==> src/rtl/seg7_word_receiver.sv <==
// Receives active-low seven-segment patterns one digit at a time and assembles
// four hex digits into a 16-bit word, with a ready/valid handshake on each side.
module seg7_word_receiver (
    input  logic        clk,
    input  logic        reset,
    input  logic [6:0]  seg_in,
    input  logic        seg_valid,
    output logic        seg_ready,
    output logic [15:0] word_out,
    output logic        word_valid,
    input  logic        word_ready,
    output logic [1:0]  digit_idx,
    output logic        err_pulse,
    output logic [7:0]  err_count
);

    typedef enum logic [0:0] {
        COLLECT = 1'b0,
        HOLD    = 1'b1
    } state_t;

    state_t      state_r;
    state_t      state_s;
    logic        seg_ready_r;
    logic [15:0] word_r;
    logic        word_valid_r;
    logic [1:0]  digit_idx_r;
    logic        err_pulse_r;
    logic [7:0]  err_count_r;

    logic [4:0]  decode_s;
    logic        digit_ok_s;
    logic [3:0]  nibble_s;
    logic        accept_s;

    // Returns {recognised, nibble}; bit order of seg is g..a (bit6..bit0).
    function automatic logic [4:0] decode_seg(input logic [6:0] seg);
        case (seg)
            7'b1000000: decode_seg = 5'b1_0000;
            7'b1111001: decode_seg = 5'b1_0001;
            7'b0100100: decode_seg = 5'b1_0010;
            7'b0110000: decode_seg = 5'b1_0011;
            7'b0011001: decode_seg = 5'b1_0100;
            7'b0010010: decode_seg = 5'b1_0101;
            7'b0000010: decode_seg = 5'b1_0110;
            7'b1111000: decode_seg = 5'b1_0111;
            7'b0000000: decode_seg = 5'b1_1000;
            7'b0010000: decode_seg = 5'b1_1001;
            7'b0001000: decode_seg = 5'b1_1010;
            7'b0000011: decode_seg = 5'b1_1011;
            7'b1000110: decode_seg = 5'b1_1100;
            7'b0100001: decode_seg = 5'b1_1101;
            7'b0000110: decode_seg = 5'b1_1110;
            7'b0001110: decode_seg = 5'b1_1111;
            default:    decode_seg = 5'b0_0000;
        endcase
    endfunction

    assign decode_s   = decode_seg(seg_in);
    assign digit_ok_s = decode_s[4];
    assign nibble_s   = decode_s[3:0];
    // seg_ready_r is high exactly in COLLECT, so this is the transfer qualifier.
    assign accept_s   = seg_valid & seg_ready_r;

    // Next-state decode for the collect/hold controller.
    always_comb begin
        state_s = state_r;
        case (state_r)
            COLLECT: begin
                if (accept_s && digit_ok_s && (digit_idx_r == 2'd3)) begin
                    state_s = HOLD;
                end else begin
                    state_s = COLLECT;
                end
            end
            HOLD: begin
                if (word_ready) begin
                    state_s = COLLECT;
                end else begin
                    state_s = HOLD;
                end
            end
            default: state_s = COLLECT;
        endcase
    end

    // State register.
    always_ff @(posedge clk) begin
        if (reset) begin
            state_r <= COLLECT;
        end else begin
            state_r <= state_s;
        end
    end

    // Word assembly, handshake flags and error bookkeeping, all registered.
    always_ff @(posedge clk) begin
        if (reset) begin
            seg_ready_r  <= 1'b1;
            word_r       <= 16'h0000;
            word_valid_r <= 1'b0;
            digit_idx_r  <= 2'd0;
            err_pulse_r  <= 1'b0;
            err_count_r  <= 8'd0;
        end else begin
            seg_ready_r  <= (state_s == COLLECT);
            word_valid_r <= (state_s == HOLD);
            err_pulse_r  <= accept_s & ~digit_ok_s;
            if (accept_s && digit_ok_s) begin
                word_r      <= {word_r[11:0], nibble_s};
                // Wraps 3 -> 0 as the fourth digit completes the word.
                digit_idx_r <= digit_idx_r + 2'd1;
            end else if (accept_s) begin
                digit_idx_r <= 2'd0;
                if (err_count_r != 8'hFF) begin
                    err_count_r <= err_count_r + 8'd1;
                end
            end
        end
    end

    assign seg_ready  = seg_ready_r;
    assign word_out   = word_r;
    assign word_valid = word_valid_r;
    assign digit_idx  = digit_idx_r;
    assign err_pulse  = err_pulse_r;
    assign err_count  = err_count_r;

endmodule

==> config.mk <==
export PLATFORM = sky130hd
export DESIGN_NAME = seg7_word_receiver
export DESIGN_NICKNAME = d
export VERILOG_FILES = /design/src/rtl/seg7_word_receiver.sv
export SDC_FILE = /design/constraint.sdc
export NUM_CORES = 1
export LEC_CHECK = 0
export ABC_CLOCK_PERIOD_IN_PS = 5350
export CAP_MARGIN = 20
export CORE_MARGIN = 10
export CORE_UTILIZATION = 40
export DETAILED_ROUTE_END_ITERATION = 8
export DONT_BUFFER_PORTS = 1
export PLACE_DENSITY = 0.57
export SLEW_MARGIN = 20
export SYNTH_ARGS = -nofsm -noshare
export SYNTH_HDL_FRONTEND = slang
export SYNTH_SLANG_ARGS = --single-unit
==> constraint.sdc <==
create_clock -name clk -period 5.35 [get_ports clk]
set_input_delay 1.605 -clock clk [delete_from_list [all_inputs] [get_ports clk]]
set_output_delay 1.605 -clock clk [all_outputs]
set_load 0.005 [all_outputs]
Word-level counts from Yosys, hierarchy flattened:

Index checks and enable logic that the tools add are counted.
W data, S select, Z words.

* $add $sub $neg: 2
* equal/unequal tests: 17
* muxes and demuxes: 6
* bitwise operators: 6
* reductions and logical operators: 5

Operators with widths (number)
* $pmux W5 S16: 1
* $eq A7 B7 Y1 const B: 4
* $eq A7 B5 Y1 const B: 3
* $eq A7 B6 Y1 const B: 3
* $eq A7 B2 Y1 const B: 2
* $eq A7 B4 Y1 const B: 2
* $add A8 B1 Y8 const B: 1
* $ne A8 B8 Y1 const B: 1
* $eq A7 B3 Y1 const B: 1
* $logic_not A7 Y1: 1
* $mux W2: 2
* $not A1 Y1: 4
* $reduce_and A3 Y1: 1
* $add A2 B1 Y2 const B: 1
* $and A1 B1 Y1: 2
* $eq A2 B2 Y1 const B: 1
* $logic_and A1 B1 Y1: 2
* $mux W1: 2
* $pmux W1 S2: 1
* $reduce_bool A2 Y1: 1

* register bits: 29

Depth between registers and ports, before layout:

Gate-level depths: netlist of run 1.

* depth after elaboration: 7
* gate-level depth with buffers: 9
* depth with buffers taken out: 6

Worst setup path before layout of run 1:

Ideal clock, no wire load.

* path kind: input port to flip-flop
* start: in seg_in[3]
* end: reg err_count_r[5], in the netlist err_count[5]
* library setup time: 0.123 ns
* arrival time: 3.299 ns
* setup slack: 1.928 ns
* stages on the path: 8
* cells stage by stage: buf_4 > nand2b_2 > mux2i_1 > a311o_1 > or3_4 > buf_4 > nor3_1 > mux2_1

* word-level cells in the longest chain between the ends: 5
* elaborated cells on any way between the ends: 20
* classes of those cells: eq/ne: 15; mux: 1; bitwise: 1; reduce/logical: 3

RTL lines
* start, declared: RTL line 6 `input logic [6:0] seg_in,`
* $eq A7 B4 Y1 (tied with other cells): RTL line 38 `case (seg)`
* $pmux W5 S16 (*): RTL line 38
* $logic_and A1 B1 Y1 (*): RTL line 109 `if (accept_s && digit_ok_s) begin`
* $not A1 Y1 (no source line) (*)
* $reduce_and A3 Y1 (no source line) (*)
* end signal, assigned: RTL line 116 `err_count_r <= err_count_r + 8'd1;`
* end, declared: RTL line 29 `logic [7:0] err_count_r;`

Every way passes the cells marked *; elsewhere a longest branch is shown, timed or not.
A chain may end at the register's enable or synchronous reset.

Worst setup path in the final report of run 1:

* start: in seg_in[1]
* end: reg err_count_r[0], in the netlist err_count[0]

The elaborated chain is that of the path after synthesis.

==> key figures, run 1 <==
Run status
  – Status: finished, final reports clean

Routing
  – Routed Wire Length: roughly 3800 um
  – Pre-antenna DRT Iters: 4
  – Vias per inst: 5.919
  – DR vias: ~1,400
  – Antenna Nets Post-Route: 0
  – Routed wire length per instance: about 16 um
  – Initial DRC Count: 101
  – Drt drc: 0

Global route
  – Vias in the first global route: around 1,300
  – Tot GR Track Use: between 10% and 20%
  – First-pass GRT wire length: 6189 um
  – Largest net degree at the start of global routing: 34
  – Gr ovfl total: 0
  – Initial antenna violation count: 0

Logic synthesis
  – Largest area contributor in the netlist: dfxtp_1
  – Share of the synthesized area in the top cell type: around two fifths
  – Syn Nets: a little over 200
  – Post-Syn Area: roughly 1500 um2
  – Netlist cell types: 42
  – Async SR Flop Fraction: 0%
  – Syn_area_per_cell: 7.924 um2
  – Top post-synthesis cells by area: dfxtp_1, nand2_1, a21oi_1
  – Post-Syn Instances: roughly 190
  – Top FF cell, synth: dfxtp_1
  – Synth warnings: 0
  – Synth Register Bits: 29
  – Post-synthesis sequential area ratio: a little under two fifths
  – Number of synthesized flops with an enable pin: 0

Critical path
  – R2R setup slack: 3190 ps
  – WS Path Type: in -> reg
  – Worst setup SP type: input pin
  – Worst EP arrival: about 3400 ps
  – Worst-path fanout max: 22
  – Critical path, cell by cell: nand2b_1 -> mux2i_1 -> a311o_1 -> or3_4 -> nor3_1 -> mux2_2
  – CP endpoint kind: flip-flop
  – CP max stage delay: 460 ps
  – Critical Path RT: 5510 ps
  – Slowest library cell on the worst path: or3_4

STA
  – Fmax: between 300 and 400 MHz
  – Max_slew headroom: 58.91%
  – RSZ-0062 raised after global routing: false
  – Worst clock skew: about 2.2 ps
  – Fin Setup TNS: 0 ps
  – Final hold violation count: 0
  – Period Utilization, post-route: between 50 and 60%
  – Final setup viols: 0
  – Hold WS: approximately 470 ps
  – Final worst path period need: between 3000 and 4000 ps
  – Worst slew pin tran: 616.3 ps
  – Fin. max-slew vios: 0

Finish
  – Post-route design area: ~1600 um2
  – Most frequent cells in the layout: nand2_1, dfxtp_1, a21oi_1
  – Antenna cell count: 0
  – Area growth, synth to finish: 7.319%
  – Nets: ~200
  – Fin cells: ~230
  – Final core occ: between 40% and 50%
  – Share of cells above drive strength 1: under 10%

Placement
  – RePlAce Congestion: 0.9788
  – Area after DPL: roughly 1500 um2
  – HPWL after detailed placement: between 2000 and 3000 um
  – # port buffers: 0
  – Placed Cells: between 200 and 250

Clocking
  – Buffer count from post-CTS setup fixing: 0
  – Num CTS Buffers: 5
  – Skew-Pair Late Insertion Delay: between 200 and 300 ps
  – Clk slew on worst S/H paths: 60 ps
  – CTS tree: yes
  – Post-CTS Resized: 0
  – Clock Tree Buf Depth: 2
  – CTS H-tree depth: 2
  – Root Driver: clkbuf_8
  – Post-CTS Hold Fix Bufs: 0
  – Clock sink total: 29

Floorplan
  – Ports: 40
  – Core area: 3661 um2
  – Starting density of the core: about two fifths
  – Die height: 81.68 um
  – Die width: 81.68 um
  – Cell row count: 22
  – Die area: 6671 um2

Pwr
  – Peak supply drop: approximately 0.10 mV
  – Leak: 0.5810 nW
  – Power share of the clock group: 47.5%
  – Switching power total: between 0.1 and 0.15 mW
  – Pwr/cell area: just under 300 nW/um2
  – Switching share of power: roughly a fifth
  – Internal power: around 0.38 mW
  – Logic pwr share: between 6 and 7%
  – Sequential share of power: 46.1%

Flow run
  – Max-cap viol count: 0

Min path
  – Min-Delay Path Class: reg -> reg
[final cells by class]
cell class              instances  area (um2)
inverters                       4       15.01
fillers                       375        2028
repair buffers                  1       7.507
clock buffers                   7       86.33
flip-flops and latches         29       580.6
clock inverters                 1       30.03
multi-input cells             144       853.3
well taps                      48       60.06
[state kept, by name, indices dropped and copies added, names as in the netlist]
name        cells
digit_idx       2
err_count       8
err_pulse       1
seg_ready       1
word_out       16
word_valid      1
[worst paths after layout]
| kind | from | to | cells past startpoint |
|---|---|---|---|
| worst max-delay path | seg_in[1] | err_count[0] | 6 |
| worst min-delay path | word_out[12] | word_out[12] | 2 |
| worst max register to register | err_count[0] | err_count[5] | 6 |
| worst min register to register | word_out[12] | word_out[12] | 2 |
[synthesized netlist by cell type (3+ instances only)]
cell type	number
a21oi_1	18
nor2b_1	5
o21ai_0	4
o31ai_1	3
nor2_1	11
dfxtp_1	29
and3_1	3
nand3_1	16
buf_2	5
nor4_1	3
nand2b_1	4
or4_1	3
mux2_1	3
nand2_1	29
nor3_1	10
inv_1	3
mux2i_1	4
clkbuf_1	5
buf_4	4
[cells by family (layout without fill, tap and decap cells)]
kind of cell	after synthesis	after routing	share of synthesized area [%]
adder cells (fa/ha/maj)	2	2	1.644
AND/OR/NAND/NOR	96	96	32.90
buffers and inverters	19	13	6.085
multiplexers	9	9	6.332
AO/OA/AOI/OAI	37	37	14.89
flip-flops	29	29	38.16
[metrics by stage]
step	setup slack [ps]	total power [mW]
6_report	2146	0.4853
3_5_place_dp	1850	0.2595
4_1_cts	2144	0.4920
3_3_place_gp	1927	0.2581
2_1_floorplan	1928	0.2623
5_1_grt	2028	0.5058
[metal layers]
metal	GRT usage, %	wire [um]
met5	0	0
met4	4.082	31
met3	6.659	434
met2	19.91	1946
met1	12.09	1392
[power by group through the flow]
stage                     clock network, mW  logic [mW]  registers [mW]
after floorplan                           0      0.0350           0.227
after global placement                    0      0.0296           0.229
after detailed placement                  0      0.0305           0.229
after CTS                             0.237      0.0309           0.224
after global routing                  0.246      0.0348           0.225
final                                 0.231      0.0308           0.224
[critical path: cells and delay by family]
kind | cells | cell delay, ps
AO/OA/AOI/OAI | 1 | 380
multiplexers | 2 | 470
AND/OR/NAND/NOR | 3 | 910
No activity file was read; power rests on OpenSTA's default activity.
==> inputs of run 2 (changes only) <==
--- a/config.mk
+++ b/config.mk
@@ -5,13 +5,13 @@
 export SDC_FILE = /design/constraint.sdc
 export NUM_CORES = 1
 export LEC_CHECK = 0
-export ABC_CLOCK_PERIOD_IN_PS = 5350
+export ABC_CLOCK_PERIOD_IN_PS = 2800
 export CAP_MARGIN = 20
 export CORE_MARGIN = 10
 export CORE_UTILIZATION = 40
 export DETAILED_ROUTE_END_ITERATION = 8
 export DONT_BUFFER_PORTS = 1
-export PLACE_DENSITY = 0.57
+export PLACE_DENSITY = 0.59
 export SLEW_MARGIN = 20
 export SYNTH_ARGS = -nofsm -noshare
 export SYNTH_HDL_FRONTEND = slang
==> constraint.sdc (replaced) <==
create_clock -name clk -period 2.8 [get_ports clk]
set_input_delay 0.84 -clock clk [delete_from_list [all_inputs] [get_ports clk]]
set_output_delay 0.84 -clock clk [all_outputs]
set_load 0.005 [all_outputs]
==> run 2 against run 1 <==
Cell area is 1.1% lower. Combinational power is 100% higher. Hold slack better by 1.9 ps. Clock power grew 39%. Core utilization decreased by 0.51 points. Flip-flop and latch count stayed put. Die area is the same. Sequential share of layout area rose by 0.41 points. Global-route usage increased by 0.38 points. Final cell count increased by 0.85%. Via count down 3.7%. Critical path type unchanged. Critical endpoint unchanged. Highest routed layer unchanged.
==> key figures, run 2 (same netlist as run 1, synthesis figures left out) <==
Critical path
  – Worst R2R Path Depth: 6 (unchanged)
  – Worst EP arrival: 2520 ps (-850 ps)
  – R2R setup slack: 710 ps (-2480 ps)
  – Worst setup SP type: input pin
  – Reg-to-reg critical path endpoint: err_count[7]
  – Critical Path RT: 2960 ps (-2550 ps)
  – Worst-path fanout max: 11 (-50%)
  – WS Path Type: in -> reg
  – CP endpoint kind: flip-flop
  – R2R Path Start: err_count[0]

Min path
  – WHS Path Cells: 2 (unchanged)
  – Min-Delay Path Class: reg -> reg
  – HP Start: word_out[13]
  – Hold Path End: word_out[13]

Global route
  – Gr ovfl total: 0 (unchanged)
  – Met3 usage: 4.913% (-1.7 points)
  – Grt met2 use: 19.04% (-0.87 points)
  – Tot GR Track Use: 12.17% (+0.38 points)
  – Most Used Layer, Global Route: met2
  – Met1 Use GR: 13.61% (+1.5 points)
  – Largest net degree at the start of global routing: 34 (unchanged)
  – Initial antenna violation count: 0 (unchanged)
  – First-pass GRT wire length: 6320 um (+2.1%)
  – Vias in the first global route: 1,299 (-0.31%)

Routing
  – Routed wire length per instance: 15.75 um (-3.2%)
  – DR vias: 1,334 (-3.7%)
  – Pre-antenna DRT Iters: 4 (unchanged)
  – Drt drc: 0 (unchanged)
  – Vias per inst: 5.653 (-4.5%)
  – Antenna Nets Post-Route: 0 (unchanged)
  – Initial DRC Count: 105 (+4.0%)
  – Routed Wire Length: 3716 um (-2.3%)

STA
  – Fmax: between 400 and 500 MHz
  – Final worst path period need: 2360 ps
  – Final hold violation count: 0 (unchanged)
  – Period Utilization, post-route: between 80 and 90%
  – Fin Setup TNS: 0 ps (unchanged)
  – Max_slew headroom: 70.73% (+12 points)
  – RSZ-0062 raised after global routing: false
  – Final setup viols: 0 (unchanged)
  – Worst slew pin tran: 428.0 ps (-188.3 ps)
  – Worst clock skew: 2.388 ps (+0.1601 ps)
  – Fin. max-slew vios: 0 (unchanged)
  – Final worst slack: 440.2 ps (-1706 ps)

Pwr
  – Switching power total: 0.1932 mW (+91%)
  – Pwr/cell area: 502.7 nW/um2 (+69%)
  – Switching share of power: 23.81% (+3.0 points)
  – Logic pwr share: 7.6% (+1.3 points)
  – Sequential share of power: 52.7% (+6.6 points)
  – Peak supply drop: 0.2703 mV (+160%)
  – Power share of the clock group: 39.7% (-7.8 points)
  – Internal power: 0.6182 mW (+61%)
  – Leak: 0.5776 nW (-0.59%)

Finish
  – Post-route design area: 1614 um2 (-1.1%)
  – Filler cells: 373 (-0.53%)
  – Max FFs per register: 16 (unchanged)
  – Area growth, synth to finish: 6.086%
  – Antenna cell count: 0 (unchanged)
  – Share of cells above drive strength 1: 8.511% (+0.98 points)
  – Most frequent cells in the layout: nand2_1, dfxtp_1, a21oi_1
  – Nets: 200 (+1.0%)

Clocking
  – Skew-Pair Late Insertion Delay: 270 ps (about the same)
  – CTS H-tree depth: 2 (unchanged)
  – Root Driver: clkbuf_8
  – Post-CTS Hold Fix Bufs: 0 (unchanged)
  – Clock sink total: 29 (unchanged)
  – Buffer count from post-CTS setup fixing: 0 (unchanged)
  – CTS tree: yes
  – Post-CTS Resized: 0 (unchanged)
  – Num CTS Buffers: 5 (unchanged)
  – Clock Tree Buf Depth: 2 (unchanged)
  – Clk slew on worst S/H paths: 60 ps (about the same)

Flow run
  – Max-cap viol count: 0 (unchanged)

Floorplan
  – Core area: 3661 um2 (unchanged)
  – Ports: 40 (unchanged)
  – Die height: 81.68 um (unchanged)
  – Starting density of the core: 41.56% (unchanged)
  – Die width: 81.68 um (unchanged)
  – Cell row count: 22 (unchanged)
  – Die area: 6671 um2 (unchanged)

Placement
  – HPWL after detailed placement: 2714 um (-1.9%)
  – Area after DPL: 1531 um2 (+0.99%)
  – RePlAce Congestion: 0.9353 (-4.4%)
  – # port buffers: 0 (unchanged)
  – Setup WS pre-CTS: 177.6 ps (-1672 ps)

Run status
  – Status: finished, final reports clean
==> run 2: cell count changes in the layout (fill, tap and decap cells not counted) <==
| cell | before | now |
|---|---|---|
| clkbuf_8 | 6 | 5 |
| bufinv_16 | 1 | 0 |
| clkinv_2 | 0 | 2 |
| buf_4 | 1 | 3 |
==> run 2: final cells by class <==
type                       count  area, um2  share of cell area (%)
clock buffer                   6      72.57                   4.496
clock inverter                 2      10.01                  0.6202
inverter                       4      15.01                  0.9302
multi-input combinational    144      853.3                   52.87
sequential                    29      580.6                   35.97
tap                           48      60.06                   3.721
timing repair buffer           3      22.52                   1.395
==> run 2: worst max-delay path by stage <==
| stage | from | endpoint | slack [ps] | depth (start not counted) |
|---|---|---|---|---|
| 3_5_place_dp | seg_in[3] | err_count[0] | 180 | 6 |
| 4_1_cts | seg_in[3] | err_count[0] | 470 | 6 |
| 5_1_grt | seg_in[0] | err_count[0] | 280 | 6 |
| 2_1_floorplan | seg_in[3] | err_count[5] | 140 | 8 |
| 3_3_place_gp | seg_in[3] | err_count[0] | 220 | 6 |
| 6_report | seg_in[3] | err_count[0] | 440 | 6 |
==> run 2: power by group through the flow <==
stage          logic (mW)  clock network, mW  registers [mW]
4_1_cts            0.0614              0.340           0.428
2_1_floorplan      0.0669                  0           0.434
5_1_grt            0.0706              0.359           0.429
3_5_place_dp       0.0615                  0           0.437
6_report           0.0616              0.322           0.428
3_3_place_gp       0.0590                  0           0.437
==> run 2: stage by stage <==
step,instances,util (%),hold WS [ps],power [mW]
detailed placement,228,41.83,475.3,0.4988
global placement,228,41.83,466.1,0.4957
floorplan,192,-,452.7,0.5012
finish,236,44.09,472.8,0.8114
global route,236,44.09,502.6,0.8587
CTS,236,44.09,484.2,0.8294
==> run 2: routing by layer <==
layer / part of all wire [%] / vias up
met2: 47 / 47
met4: 2.4 / 0
li1: - / 675
met3: 10 / 4
met5: 0 / -
met1: 40 / 608
==> run 2: worst max-delay path, cell delays in order <==
cell,delay (ps)
nand2b_2,110
mux2i_1,60
a311o_1,390
or3_4,400
nor3_1,340
mux2_2,380
==> inputs of run 3 (changes only) <==
--- a/config.mk
+++ b/config.mk
@@ -5,7 +5,7 @@
 export SDC_FILE = /design/constraint.sdc
 export NUM_CORES = 1
 export LEC_CHECK = 0
-export ABC_CLOCK_PERIOD_IN_PS = 2800
+export ABC_CLOCK_PERIOD_IN_PS = 2000
 export CAP_MARGIN = 20
 export CORE_MARGIN = 10
 export CORE_UTILIZATION = 40
==> constraint.sdc (replaced) <==
create_clock -name clk -period 2 [get_ports clk]
set_input_delay 0.6 -clock clk [delete_from_list [all_inputs] [get_ports clk]]
set_output_delay 0.6 -clock clk [all_outputs]
set_load 0.005 [all_outputs]
==> run 3 against run 2 <==
Critical path depth up 2. Global-route usage up 0.71 points. Clock power up 66%. Count of clock-buffer cells in the layout up 1. Via count up 8.3%. Clock skew up 1.6 ps. Sequential share of layout area down 6.0 points. Routed wire length up 17%. Largest cell class unchanged.
==> key figures, run 3 (same netlist as run 1, synthesis figures left out) <==
Run status
  – Status: finished, final reports clean

Placement
  – Area after DPL: 1714 um2 (+12%)
  – # port buffers: 0 (unchanged)
  – HPWL after detailed placement: 3091 um (+14%)
  – Setup WS pre-CTS: -320.9 ps (-498.4 ps)
  – RePlAce Congestion: 0.8772 (-6.2%)

Critical path
  – Worst EP arrival: 2130 ps (-390 ps)
  – R2R setup slack: 60 ps (-650 ps)
  – CP Buf/Inv Count: 2 (+2)
  – Slowest library cell on the worst path: or4b_4
  – Worst setup SP type: input pin
  – Crit path max-delay family: simple AND/OR/NAND/NOR gates
  – Reg-to-reg critical path endpoint: err_count[7]
  – Worst-path fanout max: 11 (unchanged)
  – CP endpoint kind: flip-flop
  – Critical path, cell by cell: nand2b_1 -> or4b_4 -> a31oi_4 -> buf_4 -> o31ai_4 -> buf_6 -> mux2i_1 -> nor2_1
  – Worst R2R Path Depth: 6 (unchanged)
  – WS Path Type: in -> reg
  – Critical Path RT: 2170 ps (-790 ps)
  – R2R Path Start: err_count[0]
  – CP max stage delay: 540 ps (+140 ps)

Finish
  – Area growth, synth to finish: 27.47%
  – Area of the multi-input gates: 1005 um2 (+18%)
  – Filler cells: 348 (-6.7%)
  – Sequential Area: 580.6 um2 (unchanged)
  – Post-route design area: 1939 um2 (+20%)
  – Antenna cell count: 0 (unchanged)
  – Max FFs per register: 16 (unchanged)
  – Most frequent cells in the layout: nand2_1, dfxtp_1, a21oi_1, buf_4, nand3_1
  – Final core occ: 52.97% (+8.9 points)
  – Nets: 219 (+9.5%)
  – Share of cells above drive strength 1: 25.60% (+17 points)

Min path
  – Min-Delay Path Class: in -> reg
  – HP Start: reset
  – WHS Path Cells: 1 (-1)
  – Hold Path End: word_out[11]

Clocking
  – CTS tree: yes
  – CTS H-tree depth: 2 (unchanged)
  – Num CTS Buffers: 5 (unchanged)
  – Root Driver: clkbuf_8
  – Clk slew on worst S/H paths: 70 ps (about the same)
  – Skew-Pair Late Insertion Delay: 270 ps (about the same)
  – Clock Tree Buf Depth: 2 (unchanged)
  – Post-CTS Hold Fix Bufs: 0 (unchanged)
  – Clock sink total: 29 (unchanged)

Routing
  – Antenna Nets Post-Route: 0 (unchanged)
  – DR vias: 1,445 (+8.3%)
  – Drt drc: 0 (unchanged)
  – Initial DRC Count: 169 (+61%)
  – Routed wire length per instance: 17.01 um (+8.0%)
  – Routed Wire Length: 4337 um (+17%)
  – Pre-antenna DRT Iters: 5 (+1)
  – Vias per inst: 5.667 (+0.25%)

STA
  – Fin. max-slew vios: 0 (unchanged)
  – Period Utilization, post-route: between 90% and 100%
  – Final setup viols: 0 (unchanged)
  – Final worst path period need: around 2000 ps
  – Final worst slack: 44.43 ps (-395.7 ps)
  – Fmax: 511.4 MHz
  – Fin Setup TNS: 0 ps (unchanged)
  – Worst slew pin tran: 387.8 ps (-40.22 ps)
  – Worst clock skew: 4.026 ps (+1.638 ps)
  – Final hold violation count: 0 (unchanged)
  – Max_slew headroom: 73.48% (+2.8 points)

Floorplan
  – Ports: 40 (unchanged)
  – Die width: 81.68 um (unchanged)
  – Die height: 81.68 um (unchanged)
  – Cell row count: 22 (unchanged)
  – Die area: 6671 um2 (unchanged)
  – Core area: 3661 um2 (unchanged)
  – Starting density of the core: 41.56% (unchanged)

Pwr
  – Switching share of power: 23.62% (-0.19 points)
  – Peak supply drop: 0.3442 mV (+27%)
  – Logic pwr share: 11.0% (+3.4 points)
  – Sequential share of power: 46.9% (-5.8 points)
  – Switching power total: 0.2996 mW (+55%)
  – Internal power: 0.9690 mW (+57%)
  – Pwr/cell area: 654.1 nW/um2 (+30%)
  – Power share of the clock group: 42.1% (+2.4 points)
  – Total power: 1.269 mW (+56%)
  – Leak: 0.7261 nW (+26%)

Flow run
  – Max-cap viol count: 0 (unchanged)

Global route
  – Gr ovfl total: 0 (unchanged)
  – Largest net degree at the start of global routing: 34 (unchanged)
  – Vias in the first global route: 1,337 (+2.9%)
  – First-pass GRT wire length: 6831 um (+8.1%)
  – Initial antenna violation count: 0 (unchanged)
  – Tot GR Track Use: 12.88% (+0.71 points)
==> run 3: changes by cell type in the layout (fill, tap and decap cells not counted), sizes merged <==
| cell | delta |
|---|---|
| clkbuf | +1 |
| clkinv | -1 |
| buf | +18 |
| or3 | +1 |
==> run 3: per-stage QoR <==
| stage | hold WS, ps | std cells |
|---|---|---|
| 6_report | 399.2 | 255 |
| 5_1_grt | 375.2 | 255 |
| 4_1_cts | 374.0 | 252 |
| 3_5_place_dp | 471.8 | 244 |
| 3_3_place_gp | 470.0 | 244 |
| 2_1_floorplan | 452.7 | 192 |
==> run 3: final cells by class <==
type | count | area share (%)
Timing Repair Buffer | 21 | 9.161
Sequential cell | 29 | 29.94
Tap cell | 48 | 3.097
Clock buffer | 7 | 4.968
Multi-Input combinational cell | 145 | 51.81
Clock inverter | 1 | 0.2581
Inverter | 4 | 0.7742
==> run 3: power groups by stage <==
stage | sequential (mW) | clock [mW] | combinational, mW
floorplan | 0.608 | 0 | 0.111
global placement | 0.607 | 0 | 0.114
detailed placement | 0.608 | 0 | 0.118
CTS | 0.595 | 0.554 | 0.121
global route | 0.596 | 0.587 | 0.153
finish | 0.595 | 0.535 | 0.139
==> run 3: timing repair <==
| action | in CTS | in global routing |
|---|---|---|
| setup buffers | 0 | 2 |
| setup endpoints to repair | 1 | 25 |
| pin swaps | 0 | 8 |
| gates resized for setup | 1 | 16 |
| cloned | 0 | 1 |
==> run 3: how the worst max path moves through the flow <==
stage	slack, ps	cells past startpoint	from	end
floorplan	-270	8	seg_in[3]	err_count[5]
global placement	-250	6	seg_in[1]	err_count[0]
detailed placement	-320	6	seg_in[0]	err_count[0]
CTS	3	6	seg_in[0]	err_count[0]
global route	-20	7	seg_in[0]	word_out[11]
finish	40	8	seg_in[3]	word_out[4]
==> run 3: worst register-to-register path, delay by kind of cell (launching register included) <==
kind / cells / cell delay [ps]
adder cells (fa/ha/maj): 1 / 200
AO/OA/AOI/OAI: 1 / 130
flip-flops: 1 / 320
AND/OR/NAND/NOR: 4 / 1220
==> run 3: routing by layer <==
layer	share of wire, %	GRT usage, %
met1	38	13.29
met2	52	22.43
met3	9.8	6.769
met4	0.53	3.571
met5	0	0
